--- src/rtl/redmule_x_feeder.sv ---
// redmule_x_feeder
//  Upstream stage of the X buffer. X operand words arrive from the streamer on a
//  valid/ready stream and are queued in a small FIFO. Each FIFO word becomes one
//  x-buffer load. Loads are paced per tile: a tile is n_loads words, and after a
//  tile is loaded the feeder waits for the X buffer to drain before it starts the
//  next tile. A done pulse follows the last tile.
// Ports
//  clk_i, rst_ni         clock / async active-low reset
//  clear_i               synchronous clear, same effect as reset
//  start_i               job start pulse, latches n_loads_i / n_tiles_i (0 -> 1)
//  x_data_i/x_valid_i/x_ready_o   input stream
//  xbuf_full_i/xbuf_empty_i       X buffer status
//  x_load_o/x_data_o     x-buffer load strobe and data (FIFO head)
//  busy_o, done_o        job status
module redmule_x_feeder #(
  parameter int unsigned DW         = 288,
  parameter int unsigned FIFO_DEPTH = 4,
  parameter int unsigned CNT_W      = 16
) (
  input  logic             clk_i,
  input  logic             rst_ni,
  input  logic             clear_i,
  input  logic             start_i,
  input  logic [CNT_W-1:0] n_loads_i,
  input  logic [CNT_W-1:0] n_tiles_i,
  input  logic [DW-1:0]    x_data_i,
  input  logic             x_valid_i,
  output logic             x_ready_o,
  input  logic             xbuf_full_i,
  input  logic             xbuf_empty_i,
  output logic             x_load_o,
  output logic [DW-1:0]    x_data_o,
  output logic             busy_o,
  output logic             done_o
);

  localparam int unsigned PTR_W = (FIFO_DEPTH > 1) ? $clog2(FIFO_DEPTH) : 1;
  localparam int unsigned CW    = PTR_W + 1;

  typedef enum logic [1:0] {IDLE, FILL, WAIT, DONE} state_e;

  state_e state_q, state_d;

  logic [FIFO_DEPTH-1:0][DW-1:0] mem;
  logic [PTR_W-1:0]              rd_ptr_q, wr_ptr_q;
  logic [CW-1:0]                 cnt_q;

  logic [CNT_W-1:0] n_loads_q, n_tiles_q;
  logic [CNT_W-1:0] load_cnt_q, tile_cnt_q;

  logic push, pop, last_load, last_tile, flush, go;

  // Ready depends only on registered occupancy, so a pop never combinationally
  // reopens the stream; the slot frees up one cycle after the pop.
  assign x_ready_o = ((state_q == FILL) || (state_q == WAIT)) && (cnt_q < CW'(FIFO_DEPTH));
  assign x_load_o  = (state_q == FILL) && (cnt_q != '0) && !xbuf_full_i;
  assign x_data_o  = (cnt_q != '0) ? mem[rd_ptr_q] : '0;
  assign busy_o    = (state_q != IDLE);
  assign done_o    = (state_q == DONE);

  assign push      = x_valid_i && x_ready_o;
  assign pop       = x_load_o;
  assign last_load = x_load_o && (load_cnt_q == n_loads_q - CNT_W'(1));
  assign last_tile = (tile_cnt_q == n_tiles_q - CNT_W'(1));
  assign go        = (state_q == IDLE) && start_i;

  always_comb begin
    state_d = state_q;
    flush   = 1'b0;
    unique case (state_q)
      IDLE: if (start_i) state_d = FILL;
      FILL: if (last_load) state_d = WAIT;
      WAIT: if (xbuf_empty_i) state_d = last_tile ? DONE : FILL;
      DONE: begin
        // Words prefetched past the end of the job are dropped here.
        state_d = IDLE;
        flush   = 1'b1;
      end
      default: state_d = IDLE;
    endcase
  end

  always_ff @(posedge clk_i or negedge rst_ni) begin
    if (!rst_ni)      state_q <= IDLE;
    else if (clear_i) state_q <= IDLE;
    else              state_q <= state_d;
  end

  // FIFO pointers/occupancy; depth is a power of 2 so pointers wrap naturally.
  always_ff @(posedge clk_i or negedge rst_ni) begin
    if (!rst_ni) begin
      rd_ptr_q <= '0;
      wr_ptr_q <= '0;
      cnt_q    <= '0;
    end else if (clear_i || flush) begin
      rd_ptr_q <= '0;
      wr_ptr_q <= '0;
      cnt_q    <= '0;
    end else begin
      if (push) wr_ptr_q <= wr_ptr_q + PTR_W'(1);
      if (pop)  rd_ptr_q <= rd_ptr_q + PTR_W'(1);
      case ({push, pop})
        2'b10:   cnt_q <= cnt_q + CW'(1);
        2'b01:   cnt_q <= cnt_q - CW'(1);
        default: cnt_q <= cnt_q;
      endcase
    end
  end

  // Storage needs no reset: the head is masked to 0 while the FIFO is empty.
  always_ff @(posedge clk_i) begin
    if (push) mem[wr_ptr_q] <= x_data_i;
  end

  always_ff @(posedge clk_i or negedge rst_ni) begin
    if (!rst_ni) begin
      n_loads_q  <= '0;
      n_tiles_q  <= '0;
      load_cnt_q <= '0;
      tile_cnt_q <= '0;
    end else if (clear_i) begin
      n_loads_q  <= '0;
      n_tiles_q  <= '0;
      load_cnt_q <= '0;
      tile_cnt_q <= '0;
    end else if (go) begin
      n_loads_q  <= (n_loads_i == '0) ? CNT_W'(1) : n_loads_i;
      n_tiles_q  <= (n_tiles_i == '0) ? CNT_W'(1) : n_tiles_i;
      load_cnt_q <= '0;
      tile_cnt_q <= '0;
    end else begin
      if (x_load_o) load_cnt_q <= last_load ? '0 : load_cnt_q + CNT_W'(1);
      if ((state_q == WAIT) && xbuf_empty_i && !last_tile)
        tile_cnt_q <= tile_cnt_q + CNT_W'(1);
    end
  end

endmodule

--- config.mk ---
export PLATFORM = sky130hd
export DESIGN_NAME = redmule_x_feeder
export DESIGN_NICKNAME = d
export VERILOG_FILES = /design/src/rtl/redmule_x_feeder.sv
export SDC_FILE = /design/constraint.sdc
export NUM_CORES = 1
export LEC_CHECK = 0
export CAP_MARGIN = 20
export CORE_MARGIN = 5
export CORE_UTILIZATION = 45
export DETAILED_ROUTE_END_ITERATION = 12
export PLACE_DENSITY = 0.7
export SETUP_SLACK_MARGIN = 0.15
export SLEW_MARGIN = 15
export SYNTH_ARGS = -nofsm -noshare
export SYNTH_HDL_FRONTEND = slang
export SYNTH_SLANG_ARGS = --single-unit
--- constraint.sdc ---
create_clock -name clk_i -period 8.5 [get_ports clk_i]
set_input_delay 1.7 -clock clk_i [delete_from_list [all_inputs] [get_ports clk_i]]
set_output_delay 1.7 -clock clk_i [all_outputs]
set_load 0.02 [all_outputs]
After elaboration in Yosys (flattened, before gate mapping)
Index checks and enable logic that the tools add are counted.

word-level totals
  flip-flop bits (word level) = 1,225
  output and inout bits = 292

cells by class
  add/sub/neg operators = 8
  $lt $le $gt $ge = 4
  eq/ne operators = 10
  muxes and demuxes = 32
  reductions and logical operators = 25

operators with widths
  operator                                                                      count
  1152-bit bitwise mux                                                          1
  288-bit 2-to-1 mux                                                            3
  288-bit binary-select mux with 2-bit select                                   1
  288-bit demux with 2-bit select                                               1
  16-bit 2-to-1 mux                                                             13
  16-bit by 1-bit adder with 16-bit output, second input constant               2
  16-bit == test                                                                2
  16-bit logical NOT                                                            2
  16-bit by 1-bit subtractor with 16-bit output, second input constant          2
  2-bit 2-to-1 mux                                                              9
  3-bit nonzero test                                                            4
  1-bit logical AND                                                             9
  3-bit inequality test, second input constant                                  3
  2-bit one-hot mux with 4 select lines                                         1
  2-bit nonzero test                                                            4
  2-bit == test, second input constant                                          3
  2-bit by 3-bit less-than comparator with 1-bit output, second input constant  2
  3-bit one-hot mux with 2 select lines                                         1
  2-bit by 1-bit adder with 2-bit output, second input constant                 2
  2-bit by 1-bit == test with 1-bit output, second input constant               2
  3-bit by 1-bit adder with 3-bit output, second input constant                 1
  3-bit less-than comparator, second input constant                             1
  3-bit 2-to-1 mux                                                              1
  3-bit AND reduction                                                           1
  6 further kinds                                                               8

Longest topological paths before layout
Gate-level depths: netlist of run 1.

  depth in word-level cells = 8
  depth in mapped cells = 12
  depth with buffers taken out = 10

Least setup slack after synthesis of run 1
Ideal clock, no wire load.

  path kind = in2reg
  start = in x_valid_i
  end = reg mem[0] in the netlist's numbering (enable)
  library setup time = 0.688 ns
  arrival time = 8.302 ns
  required time = 7.812 ns
  path slack = -0.490 ns
  cell stages on the path = 1
  path through = and3_1

on the way
  longest elaborated chain between the ends = 1

RTL lines
  element                        RTL line  source
  start, declared                27        input logic x_valid_i,
  1-bit logical AND              61        assign push = x_valid_i && x_ready_o;
  end signal, assigned by index  112       if (push) mem[wr_ptr_q] <= x_data_i;
  end, declared                  44        logic [FIFO_DEPTH-1:0][DW-1:0] mem;

No other way between the ends.
A chain may end at the register's enable or synchronous reset.

Worst setup path in the final report of run 1
  start = reg rd_ptr_q[0]
  end = out x_data_o[21]

on the way
  longest elaborated chain between the ends = 3

RTL lines
  element                                      RTL line  source
  start, declared                              45        logic [PTR_W-1:0] rd_ptr_q, wr_ptr_q;
  start signal, assigned                       101       if (pop) rd_ptr_q <= rd_ptr_q + PTR_W'(1);
  288-bit binary-select mux with 2-bit select  57        assign x_data_o = (cnt_q != '0) ? mem[rd_ptr_q] : '0;
  288-bit 2-to-1 mux (implied by the code)     57
  288-bit 2-to-1 mux                           57
  end, declared                                32        output logic [DW-1:0] x_data_o,

No other way between the ends. The select of a mux whose other input is x is not followed.

==> out/metrics.cfg, run 1 <==
[drt]
detail-route-antenna-nets = 0
drt_iter0_markers = 1885
viasPerCell = 5.466
via_count = 24490
route.detailed.drc = 0
wl_per_cell_um = 24.48
sum_of_routed_wire_length_over_all_layers_um = 109700
first_pass_iters = 5

[worst_setup_path]
crit_required_ns = 6.80
type_of_origin_of_the_critical_path = register
setup.worst_path.end_class = output pin
worst-endpoint-arrival_ns = 3.95
worst-path-max-fanout = 100
critPathKind = register to output pin

[place]
dp_hpwl_um = 67080
place.detailed.instances = 4234
place_worst_setup_slack_ns = 3.222
numPortBuffers = 618
dpl-instance-area_mm2 = 0.05577
place.gp.congestion = 0.8313

[floorplan]
initial_core_util = 0.4540
die_h_um = 336.4
fp.dieW_um = 336.4
rows = 119
design.portCount = 619
fp.dieArea_mm2 = 0.1131
core_mm2 = 0.1056

[sta]
final.period_utilization = 0.6650
timing.slew.headroom = 0.1931
layout_min_cycle_time_ns = 5.653
slew_violations = 0
rsz0062_at_grt = no
max_clock_freq_mhz = 176.9
tns_ns = 0
finalHoldViolCount = 0
tightest_slew_ns = 1.210
setup_viol = 0
skew_ns = 0.02777
final.setup.worst_slack_ns = 2.847

[synth]
ys_seq_elements = 1225
synth_top_flop_cell = sky130_fd_sc_hd__edfxtp_1
netlist.top_cell.by_area = sky130_fd_sc_hd__edfxtp_1
synthesis.instances = 2318
synth-edff-count = 1152
seq_area_frac_synth = 0.7599
asyncSetResetFlopFracSynth = 0.05959
count_of_different_cell_masters_after_synthesis = 73
postSynthAreaPerCell_um2 = 20.68
synth_largest_type_area_fraction = 0.7217
synth.net_count = 2659
synth_top_cells_by_area = sky130_fd_sc_hd__edfxtp_1 (72%), sky130_fd_sc_hd__mux4_2 (14%), sky130_fd_sc_hd__dfrtp_1 (3.8%)
post-synth-top-count-cell = sky130_fd_sc_hd__edfxtp_1
ys_top_cells_by_count = sky130_fd_sc_hd__edfxtp_1 (1,152), sky130_fd_sc_hd__nor2b_1 (292), sky130_fd_sc_hd__mux4_2 (288)
synth.cell_area_mm2 = 0.04793
yosys_warnings = 0

[run]
number_of_max_cap_violations = 0

[finish]
fin_nets = 3307
area.growth.synth_to_final_pct = 24.92
fin_area_mm2 = 0.05987
fill_cells = 7737
multiInputGateArea_mm2 = 0.01102
drive_above_1_share = 0.1750
regArea_mm2 = 0.03643
final_cell_count_no_fill = 4480

[pwr]
internal_power_mw = 12.22
share_of_power_burned_in_the_clock_network = 0.314
logic_pwr_share = 0.250
power_density_mw_per_mm2 = 284.6
seqPwrFrac = 0.435
p_switching_mw = 4.818
p_sw_frac = 0.2827
power.ir.vdd_worst_v = 0.0003037
leakagePower_nw = 18.86

[global_route]
number_of_global_route_vias_before_repair = 25830
antenna_found_initial = 34
grt_max_degree = 156
grt_usage = 0.1908
grt-ovfl-total = 0
grt_pass1_wl_um = 163600

[run_status]
status = complete, no violations

[clocking]
root_buffer = sky130_fd_sc_hd__clkbuf_16
cts.repair_timing.setup_buffer_count = 0
cts_tree = built
cts.sinks = 1225
clock_tree.buffer_depth = 3
post_cts_hold_buffer_count = 0
cts_repair_resize_count = 0
clk_transition_reported_paths_ns = 0.06
insertion_delay_ns = 0.72
cts.htree.levels = 3
tritoncts.num_buffers = 120

[min_path]
min_path_type = register to register

-- power by group through the flow --
stage,clock network [mW],registers (mW),logic (mW)
floorplan,0,7.64,2.35
global placement,0,7.49,4.27
detailed placement,0,7.54,4.30
CTS,5.48,7.42,4.33
global route,5.74,7.46,4.52
finish,5.36,7.42,4.27
-- state kept, by name, summed over array words and instances (netlist names) --
register,count
rd_ptr_q,2
state_q,2
tile_cnt_q,16
mem,1152
cnt_q,3
load_cnt_q,16
n_tiles_q,16
n_loads_q,16
wr_ptr_q,2
-- cells in the final DEF, fill, tap and decap left out, types with 5 or more instances in the layout --
| cell | count |
|---|---|
| sky130_fd_sc_hd__nor2b_1 | 292 |
| sky130_fd_sc_hd__clkbuf_16 | 121 |
| sky130_fd_sc_hd__nor3_2 | 6 |
| sky130_fd_sc_hd__dfrtp_1 | 71 |
| sky130_fd_sc_hd__a21oi_1 | 26 |
| sky130_fd_sc_hd__clkinv_1 | 25 |
| sky130_fd_sc_hd__buf_12 | 13 |
| sky130_fd_sc_hd__nand4_1 | 5 |
| sky130_fd_sc_hd__nor2_1 | 41 |
| sky130_fd_sc_hd__diode_2 | 20 |
| sky130_fd_sc_hd__clkdlybuf4s50_1 | 617 |
| sky130_fd_sc_hd__xor2_1 | 22 |
| sky130_fd_sc_hd__a22o_1 | 26 |
| sky130_fd_sc_hd__edfxtp_1 | 1152 |
| sky130_fd_sc_hd__nand3_1 | 16 |
| sky130_fd_sc_hd__o21ai_0 | 11 |
| sky130_fd_sc_hd__nor3_1 | 10 |
| sky130_fd_sc_hd__ha_1 | 13 |
| sky130_fd_sc_hd__nand2b_1 | 12 |
| sky130_fd_sc_hd__clkbuf_1 | 18 |
| sky130_fd_sc_hd__xnor2_1 | 31 |
| sky130_fd_sc_hd__a31o_2 | 5 |
| sky130_fd_sc_hd__bufinv_16 | 16 |
| sky130_fd_sc_hd__clkinv_2 | 28 |
| sky130_fd_sc_hd__nand2_1 | 28 |
| sky130_fd_sc_hd__a31oi_1 | 14 |
| sky130_fd_sc_hd__and3_1 | 13 |
| sky130_fd_sc_hd__a211oi_1 | 7 |
| sky130_fd_sc_hd__mux4_2 | 288 |
| sky130_fd_sc_hd__inv_1 | 18 |
| sky130_fd_sc_hd__buf_4 | 10 |
| sky130_fd_sc_hd__nor4_1 | 11 |
-- logic make-up (layout without fill, tap and decap cells) --
| kind of cell | after synthesis | in the layout | share of synthesized area |
|---|---|---|---|
| AO/OA/AOI/OAI | 125 | 125 | 0.01885 |
| XOR/XNOR | 54 | 54 | 0.01002 |
| adder cells (fa/ha/maj) | 14 | 14 | 0.003811 |
| buffers and inverters | 134 | 885 | 0.01099 |
| flip-flops | 1225 | 1225 | 0.7599 |
| multiplexers | 293 | 293 | 0.1365 |
| other | 0 | 20 | 0 |
| AND/OR/NAND/NOR | 473 | 473 | 0.06001 |
-- per-stage QoR --
| stage | power [mW] | util | hold slack [ns] |
|---|---|---|---|
| after floorplan | 9.998 | - | 0.4902 |
| after global placement | 11.76 | 0.5282 | 0.5199 |
| after detailed placement | 11.84 | 0.5283 | 0.5244 |
| after CTS | 17.23 | 0.5666 | 0.5469 |
| after global routing | 17.71 | 0.5670 | 0.5870 |
| final | 17.04 | 0.5672 | 0.5409 |
-- final cells by class --
type / instances / share of cell area
tap: 1391 / 0.02907
clock inverter: 84 / 0.01534
clock buffer: 141 / 0.05216
multi-input combinational: 959 / 0.1840
inverter: 18 / 0.001128
sequential: 1225 / 0.6084
antenna: 20 / 0.0008359
timing repair buffer: 642 / 0.1090
-- final timing paths --
kind | from | end | slack, ns | cells past startpoint
setup / recovery | rd_ptr_q[0] | x_data_o[21] | 2.85 | 4
hold / removal | n_tiles_q[15] | n_tiles_q[15] | 0.54 | 1
setup reg to reg | cnt_q[0] | load_cnt_q[12] | 5.09 | 9
hold reg to reg | n_tiles_q[15] | n_tiles_q[15] | 0.54 | 1
max in group asynchronous | rst_ni | rd_ptr_q[0] | 6.57 | 2
min in group asynchronous | rst_ni | n_loads_q[5] | 1.21 | 2
-- routing by layer --
metal  wire (um)  track usage
met1       40810       0.2310
met2       57300       0.3279
met3        8635      0.06288
met4        2773      0.05917
met5         144            0
-- critical path: stages, from the launching register on --
cell and delay, ns:
sky130_fd_sc_hd__dfrtp_4 0.98, sky130_fd_sc_hd__buf_12 0.60, sky130_fd_sc_hd__mux4_2 0.60, sky130_fd_sc_hd__nor2b_1 0.15, sky130_fd_sc_hd__clkdlybuf4s50_1 0.64
(Power assumes the default switching activity.)
==> run 2, diff against run 1 <==
- PLACE_DENSITY: 0.7 -> 0.67
- clock period: 8.5 -> 5.7 ns (I/O delays scaled with it)
==> run 2 against run 1 <==
Die area unchanged. Critical path type unchanged. Hold slack better by 0.0081 ns. Worst setup slack lost 1.8 ns. Clock power grew 50%. Flip-flop and latch count unchanged.
==> out/metrics.cfg, run 2 (synthesis results as in run 1) <==
[run_status]
status = complete, no violations

[finish]
drive_above_1_share = 0.1837
layout_common_cells = sky130_fd_sc_hd__edfxtp_1 (1,152), sky130_fd_sc_hd__clkdlybuf4s50_1 (617), sky130_fd_sc_hd__nor2b_1 (292)
fin_area_mm2 = 0.06033
fin_nets = 3352
final_util = 0.5715
fill_cells = 7718
final_cell_count_no_fill = 4534
area.growth.synth_to_final_pct = 25.87
largest_reg_flops = 1152
regMostFlops = mem
final_common_cell = sky130_fd_sc_hd__edfxtp_1

[drt]
sum_of_routed_wire_length_over_all_layers_um = 115100
route.detailed.drc = 0
detail-route-antenna-nets = 0
wl_per_cell_um = 25.40
first_pass_iters = 7
via_count = 24850
viasPerCell = 5.480
drt_iter0_markers = 1820

[sta]
tightest_slew_ns = 1.042
layout_min_cycle_time_ns = 4.657
rsz0062_at_grt = no
final.setup.worst_slack_ns = 1.043
tns_ns = 0
final.period_utilization = 0.8170
slew_violations = 0
hold_slack_ns = 0.5490
setup_viol = 0
finalHoldViolCount = 0
max_clock_freq_mhz = 214.7
timing.slew.headroom = 0.3054
skew_ns = 0.02867

[floorplan]
rows = 119
fp.dieArea_mm2 = 0.1131
die_h_um = 336.4
fp.dieW_um = 336.4
core_mm2 = 0.1056
initial_core_util = 0.4540
design.portCount = 619

[clocking]
cts_tree = built
cts_repair_resize_count = 0
root_buffer = sky130_fd_sc_hd__clkbuf_16
tritoncts.num_buffers = 131
clk_transition_reported_paths_ns = 0.06
cts.sinks = 1225
cts.htree.levels = 4
cts.repair_timing.setup_buffer_count = 0
clock_tree.buffer_depth = 3
insertion_delay_ns = 0.72
post_cts_hold_buffer_count = 0

[place]
place.detailed.instances = 4269
dp_hpwl_um = 73860
place_worst_setup_slack_ns = 1.562
numPortBuffers = 618
dpl-instance-area_mm2 = 0.05613
place.gp.congestion = 0.8394

[worst_setup_path]
crit_required_ns = 4.56
cp-endpoint = x_data_o[285]
setup.reg_to_reg.worst_slack_ns = 2.17
rr_startpoint = n_tiles_q[0]
type_of_origin_of_the_critical_path = register
critical-path-top-delay-family = buffers and inverters
timing.critical_path.slowest_stage_cell = sky130_fd_sc_hd__dfrtp_4
setup.worst_path.end_class = output pin
critPathBufInv = 2
critical_path_depth = 4
critPathKind = register to output pin
worstReg2RegEnd = tile_cnt_q[8]
worst-endpoint-arrival_ns = 3.52
reg2reg_depth = 11
path_cells = buf_4 -> mux4_2 -> nor2b_1 -> clkdlybuf4s50_1
cp-startpoint = rd_ptr_q[0]
critPathMaxStageDelay_ns = 0.81
worst-path-max-fanout = 27

[global_route]
number_of_global_route_vias_before_repair = 26320
antenna_found_initial = 36
grt_pass1_wl_um = 169400
grt_usage = 0.2023
grt_max_degree = 134
grt-ovfl-total = 0

[pwr]
report.power.total_mw = 25.60
leakagePower_nw = 19.10
power.ir.vdd_worst_v = 0.0003433
power_density_mw_per_mm2 = 424.3

[run]
number_of_max_cap_violations = 0

[min_path]
min_path_type = register to register

run 2: metal layers:
layer	wire (um)	part of all wire	vias up	global-route usage
met4	4337	0.038	12	0.09432
met5	81	0.00070	-	0
met1	42770	0.37	12900	0.2457
met2	58790	0.51	921	0.3355
met3	9165	0.080	214	0.06109
li1	-	-	10800	-
run 2: worst register-to-register path: stages, from the launching register on:
cell	delay, ns
sky130_fd_sc_hd__dfrtp_1	0.42
sky130_fd_sc_hd__inv_1	0.09
sky130_fd_sc_hd__ha_1	0.26
sky130_fd_sc_hd__nor4b_4	0.47
sky130_fd_sc_hd__nand4b_1	0.21
sky130_fd_sc_hd__xnor2_1	0.18
sky130_fd_sc_hd__nor4_1	0.36
sky130_fd_sc_hd__nor4bb_1	0.75
sky130_fd_sc_hd__buf_2	0.28
sky130_fd_sc_hd__a21oi_2	0.11
sky130_fd_sc_hd__xnor2_1	0.18
sky130_fd_sc_hd__nor2_1	0.06
run 2: how the worst min path moves through the flow:
stage                         startpoint             end  slack, ns  cells past startpoint
final                      load_cnt_q[4]   load_cnt_q[4]       0.55                      1
after global routing      load_cnt_q[14]  load_cnt_q[14]       0.57                      1
after CTS                  n_tiles_q[15]   n_tiles_q[15]       0.55                      1
after detailed placement   n_tiles_q[15]   n_tiles_q[15]       0.52                      1
after global placement     load_cnt_q[6]   load_cnt_q[6]       0.54                      1
after floorplan           load_cnt_q[14]  load_cnt_q[14]       0.49                      1
run 2: power breakdown:
group	switching, mW	leakage (nW)	total [mW]	internal, mW
combinational	3.69	5.68	6.50	2.82
clock	3.43	2.01	8.05	4.62
sequential	0.258	11.4	11.0	10.8
total	7.38	19.1	25.6	18.2
run 2: final cells by class:
class,instances,area [um^2],area share
flip-flops and latches,1225,36430,0.6038
multi-input cells,959,11020,0.1826
repair buffers,676,6877,0.1140
clock buffers,160,3440,0.05701
well taps,1391,1740,0.02885
clock inverters,75,685.7,0.01137
diodes,30,75.07,0.001244
inverters,18,67.56,0.001120
